<file path="config.mk">
export PLATFORM = sky130hd
export DESIGN_NAME = drain_flat
export DESIGN_NICKNAME = d
export VERILOG_FILES = /design/src/rtl/drain_if.sv /design/src/rtl/drain.sv /design/src/flat_wrapper.sv
export SDC_FILE = /design/constraint.sdc
export NUM_CORES = 1
export LEC_CHECK = 0
export ABC_AREA = 1
export BUFFER_PORTS_ARGS = -buffer_cell sky130_fd_sc_hd__clkbuf_2
export CAP_MARGIN = 20
export CORE_MARGIN = 5
export CORE_UTILIZATION = 55
export CTS_CLUSTER_SIZE = 16
export DETAILED_ROUTE_END_ITERATION = 10
export PLACE_DENSITY_LB_ADDON = 0.2
export RECOVER_POWER = 25
export SYNTH_ARGS = -nofsm -noshare
export SYNTH_HDL_FRONTEND = slang
export SYNTH_SLANG_ARGS = --single-unit
</file>
<file path="constraint.sdc">
create_clock -name CLK -period 5.2 [get_ports CLK]
set_clock_uncertainty 0.15 [all_clocks]
set_input_delay 0.52 -clock CLK [delete_from_list [all_inputs] [get_ports CLK]]
set_output_delay 0.52 -clock CLK [all_outputs]
set_load 0.005 [all_outputs]
</file>
<file path="src/rtl/drain_if.sv">
// Handshake bundle between the systolic array output, the drain block and
// the downstream matrix consumer.
interface drain_if #(
  parameter int M  = 3,
  parameter int DW = 8
);
  logic                  in_valid;
  logic [DW*M-1:0]       in_data;
  logic                  out_valid;
  logic                  out_ready;
  logic [DW*M*M-1:0]     out_data;
  logic                  overflow;

  modport master (
    output in_valid, in_data, out_ready,
    input  out_valid, out_data, overflow
  );

  modport slave (
    input  in_valid, in_data, out_ready,
    output out_valid, out_data, overflow
  );
endinterface

</file>
<file path="src/rtl/drain.sv">
// Realigns skewed result lanes from an MxM systolic array, gathers M aligned
// rows into a matrix buffer and offers the matrix on a valid/ready handshake.
module drain #(
  parameter int M  = 3,
  parameter int DW = 8
) (
  input  logic   CLK,
  input  logic   RST,
  drain_if.slave bus
);
  localparam int RW = DW * M;
  localparam int CW = (M > 1) ? $clog2(M) : 1;
  localparam logic [CW-1:0] LAST = CW'(M - 1);

  typedef enum logic {COLLECT, FULL} state_e;

  logic [RW-1:0] row_data;
  logic          row_valid;

  // Lane i arrives i cycles late, so it needs M-1-i stages to line up with lane M-1.
  for (genvar i = 0; i < M; i++) begin : g_lane
    localparam int D = M - 1 - i;
    if (D == 0) begin : g_pass
      assign row_data[DW*i +: DW] = bus.in_data[DW*i +: DW];
    end else begin : g_dly
      logic [DW-1:0] pipe_q [D];
      logic [DW-1:0] pipe_d [D];

      always_comb begin
        pipe_d[0] = bus.in_data[DW*i +: DW];
        for (int k = 1; k < D; k++) pipe_d[k] = pipe_q[k-1];
      end

      // NOTE: sequential state uses non-blocking assignments so every flop
      // samples pre-edge values regardless of block ordering.
      always_ff @(posedge CLK or posedge RST) begin
        if (RST) begin
          for (int k = 0; k < D; k++) pipe_q[k] <= '0;
        end else begin
          pipe_q <= pipe_d;
        end
      end

      assign row_data[DW*i +: DW] = pipe_q[D-1];
    end
  end

  if (M > 1) begin : g_vld
    logic [M-2:0] vld_q;
    logic [M-2:0] vld_d;

    always_comb begin
      vld_d[0] = bus.in_valid;
      for (int k = 1; k < M - 1; k++) vld_d[k] = vld_q[k-1];
    end

    always_ff @(posedge CLK or posedge RST) begin
      if (RST) vld_q <= '0;
      else     vld_q <= vld_d;
    end

    assign row_valid = vld_q[M-2];
  end else begin : g_novld
    assign row_valid = bus.in_valid;
  end

  state_e        state_q,     state_d;
  logic [CW-1:0] cnt_q,       cnt_d;
  logic          out_valid_q, out_valid_d;
  logic          overflow_q,  overflow_d;
  logic [RW-1:0] buf_q [M];
  logic [RW-1:0] buf_d [M];

  always_comb begin
    // NOTE: every next-state signal takes its hold value first, so no path
    // through the case statement can leave one unassigned and infer a latch.
    state_d     = state_q;
    cnt_d       = cnt_q;
    out_valid_d = out_valid_q;
    overflow_d  = overflow_q;
    buf_d       = buf_q;

    unique case (state_q)
      COLLECT: begin
        if (row_valid) begin
          buf_d[cnt_q] = row_data;
          if (cnt_q == LAST) begin
            cnt_d       = '0;
            out_valid_d = 1'b1;
            state_d     = FULL;
          end else begin
            cnt_d = cnt_q + CW'(1);
          end
        end
      end
      FULL: begin
        if (bus.out_ready) begin
          if (row_valid) begin
            // The accepted matrix frees the buffer in time to take this row as row 0.
            buf_d[0] = row_data;
            if (M == 1) begin
              out_valid_d = 1'b1;
            end else begin
              cnt_d       = CW'(1);
              out_valid_d = 1'b0;
              state_d     = COLLECT;
            end
          end else begin
            out_valid_d = 1'b0;
            state_d     = COLLECT;
          end
        end else if (row_valid) begin
          overflow_d = 1'b1;
        end
      end
      default: state_d = COLLECT;
    endcase
  end

  always_ff @(posedge CLK or posedge RST) begin
    if (RST) begin
      state_q     <= COLLECT;
      cnt_q       <= '0;
      out_valid_q <= 1'b0;
      overflow_q  <= 1'b0;
      // NOTE: the matrix buffer is reset too, so out_data never shows a
      // stale matrix after reset.
      for (int r = 0; r < M; r++) buf_q[r] <= '0;
    end else begin
      state_q     <= state_d;
      cnt_q       <= cnt_d;
      out_valid_q <= out_valid_d;
      overflow_q  <= overflow_d;
      buf_q       <= buf_d;
    end
  end

  always_comb begin
    for (int r = 0; r < M; r++) bus.out_data[RW*r +: RW] = buf_q[r];
  end

  assign bus.out_valid = out_valid_q;
  assign bus.overflow  = overflow_q;
endmodule

</file>
<file path="src/flat_wrapper.sv">
// flat-port wrapper written by rule: the top's interface ports become plain ports
module drain_flat 
#(
  parameter int M  = 3,
  parameter int DW = 8
)
  (CLK, RST, bus_in_valid, bus_in_data, bus_out_ready, bus_out_valid, bus_out_data, bus_overflow);
  drain_if #(.M(M), .DW(DW)) bus_i ();
  input  logic CLK;
  input  logic RST;
  input wire logic [$bits(bus_i.in_valid)-1:0] bus_in_valid;
  input wire logic [$bits(bus_i.in_data)-1:0] bus_in_data;
  input wire logic [$bits(bus_i.out_ready)-1:0] bus_out_ready;
  output wire logic [$bits(bus_i.out_valid)-1:0] bus_out_valid;
  output wire logic [$bits(bus_i.out_data)-1:0] bus_out_data;
  output wire logic [$bits(bus_i.overflow)-1:0] bus_overflow;
  assign bus_i.in_valid = bus_in_valid;
  assign bus_i.in_data = bus_in_data;
  assign bus_i.out_ready = bus_out_ready;
  assign bus_out_valid = bus_i.out_valid;
  assign bus_out_data = bus_i.out_data;
  assign bus_overflow = bus_i.overflow;
  drain #(.M(M), .DW(DW)) u_core (.CLK(CLK), .RST(RST), .bus(bus_i));
endmodule
</file>
==> reports/metrics.csv <==
stage;metric;value;unit
power;PwrDens;579.1;nW/um^2
flow_run;MaxCap Viol Count;1;
cells_and_area;Post-Layout Cell Count;538;
global_routing;vias in the first global route;2725;
cells_and_area;layout cells sized above 1;27.33;%
global_routing;largest net degree at the start of global routing;57;
cells_and_area;# fillers;512;
global_routing;number of antenna violations at the first check in global routing;0;
floorplanning;Die W;91.99;microns
clock_network;Clock transition at path regs;0.09;ns
sta;worst slew pin tran;2.059;ns
worst_setup_path;CP startpoint kind;primary input;
clock_network;number of CTS-inserted buffers;9;
synthesis;syn_area_per_cell;10.33;sq um
worst_setup_path;CP Cell Sequence;clkbuf_1 -> clkinvlp_2 -> buf_4;
clock_network;Clock Sinks;103;
sta;Final Hold Viols;0;
drt;post-DR wirelength/cell;14.97;microns
worst_setup_path;Worst Path Max Fanout;56;
cells_and_area;area of the multi-input gates;899.6;sq um
worst_setup_path;CP arrival;2.54;ns
clock_network;post_cts resized;0;
synthesis;post-synth net total;386;
clock_network;TritonCTS clock tree;done;
placement;Port Buffers;101;
sta;slew margin rel.;-38.02;%
global_routing;met1 usage in global routing;26.27;%
drt;Antenna Nets Post-Route;0;
global_routing;met3 usage;4.583;%
worst_setup_path;max incr delay on CP;1.16;ns
cells_and_area;Antenna diodes;0;
floorplanning;Starting Density;57.25;%
clock_network;postcts setup bufs;0;
floorplanning;die area;8462;sq um
drt;DRT Pass-1 Iters;4;
worst_setup_path;worst endpoint required time;5.49;ns
sta;setup TNS;0;ns
clock_network;Clk Latency, worst-skew pair;0.37;ns
drt;DRT iter0 DRCs;110;
global_routing;met2 Resource Use GR;31.87;%
synthesis;synth warn;0;
placement;Placer Congestion;0.7587;
status;violated checks;max-capacitance violations, max-slew violations;
worst_hold_path;Hold Crit Class;primary input to register;
drt;final WL;8052;microns
synthesis;largest cells by area after synthesis;dfrtp_1, nand2_1, o21ai_0;
power;worst vdd ir;320.5;uV
floorplanning;Core Rows;29;
sta;Tmin final;2.249;ns
clock_network;H-tree depth;3;
clock_network;Hold-fix buffers, CTS;0;
drt;Post-route DRC;0;
global_routing;Tot GR Track Use;19.66;%
placement;Placed Instances;521;
synthesis;area leader, netlist;dfrtp_1;
placement;hpwl dp;5346;microns
synthesis;register area share after synthesis;69.71;%
sta;hold slack;0.1016;ns
status;status;finished, violations left;
synthesis;post-synthesis cell area;3697;sq um
clock_network;Root Driver;clkbuf_8;
sta;final setup violation count;0;
cells_and_area;# nets final;484;
synthesis;register bit count reported by yosys;103;
synthesis;top-area cell type share of the netlist area;69.71;%
worst_setup_path;Worst path slowest cell;clkinvlp_2;
synthesis;Synth Instances;358;
power;Leakage;0.002458;uW
worst_setup_path;Setup crit end kind;async pin;
global_routing;first-pass GRT wire length;13160;microns
cells_and_area;Layout area overhead;20.71;%
global_routing;Congestion Overflow GR;0;
floorplanning;Core ar.;6459;sq um
worst_setup_path;WS Path Type;primary input to async pin;
sta;RSZ-0062 raised after global routing;false;
global_routing;GRT busiest layer;met2;
floorplanning;Die Y;91.99;microns
sta;Max Clk Rate;444.6;MHz
drt;vias;2749;
synthesis;number of distinct library cells after synthesis;17;
drt;Via density;5.110;
sta;number of slew-limit violations in the final report;49;
cells_and_area;FF+latch area;2577;sq um
floorplanning;# IOs;102;
sta;fin crit share;43.25;%
clock_network;Clock Tree Buf Depth;2;
## cell usage after synthesis, drive strengths merged
cell type,n
dfrtp,103
a31o,1
clkbuf,4
o21ai,53
nand3,24
a21oi,1
inv,30
buf,14
nor2,28
nand2,100
## registers in the layout, summed over array words and instances (netlist names)
name,flops
u_core.bus.out_data,72
u_core.bus.out_valid,1
u_core.bus.overflow,1
u_core.cnt_q,2
u_core.g_lane.g_dly.pipe_d,8
u_core.g_lane.g_dly.pipe_q,16
u_core.g_vld.vld_q,2
u_core.state_q,1
## metal layers
metal	vias to the layer above	part of all wire, %
met5	-	0
met4	0	1.3
met3	10	6.1
met2	89	49
met1	1337	43
li1	1313	-
## worst max-delay path: cells and delay by family
kind	cells	cell delay, ns
buf+inv	3	1.98
## path summary, 6_finish.rpt
check,start,to,slack [ns],cells after the start
worst max-delay path,RST,u_core.bus.out_data[4],2.95,3
worst min-delay path,bus_in_data[4],u_core.g_lane[0].g_dly.pipe_d[4],0.10,1
worst max register to register,u_core.cnt_q[0],u_core.bus.out_data[20],3.04,4
worst min register to register,u_core.g_vld.vld_q[0],u_core.g_vld.vld_q[1],0.21,0
max in group CLK,u_core.cnt_q[0],u_core.bus.out_data[20],3.04,4
min in group asynchronous,RST,u_core.bus.out_data[30],0.50,2
## logic make-up after synthesis
family | Yosys count | synth area share [%]
AO/OA/AOI/OAI | 55 | 7.750
buffers and inverters | 48 | 6.023
flip-flops | 103 | 69.71
AND/OR/NAND/NOR | 152 | 16.51
## cell usage in the layout, fill, tap and decap left out
cell type   instances
a21oi_2             1
a31o_2              1
buf_4               3
buf_6               1
bufinv_16           3
clkbuf_1            3
clkbuf_2          100
clkbuf_8            9
clkinv_4            1
clkinvlp_2          1
clkinvlp_4          1
dfrtp_1           103
inv_1              28
inv_2               1
nand2_1            99
nand2_4             1
nand3_1            24
nor2_1             26
nor2_2              2
o21ai_0            52
o21ai_2             1
## where the power goes
part           leakage (uW)  switching, uW  internal, uW
sequential          0.00127            165          1070
combinational       0.00107            449           313
clock              0.000114            262           321
## metrics by stage
stage               total power [uW]  setup WS [ns]  area [sq um]  util (%)
finish                          2584          2.951          4463     69.10
global route                    2767          2.497          4463     69.10
CTS                             2607          2.912          4454     68.97
detailed placement              2018          2.690          4217     65.28
global placement                1984          2.735          4217     65.28
floorplan                       1655          1.826          3697         -
## layout make-up
cell class | instances | area share [%]
clock buffers | 11 | 2.944
inverters | 30 | 2.551
well taps | 77 | 2.159
repair buffers | 105 | 12.05
clock inverters | 5 | 2.383
flip-flops and latches | 103 | 57.75
multi-input cells | 207 | 20.16
No activity file was read; power rests on OpenSTA's default activity.
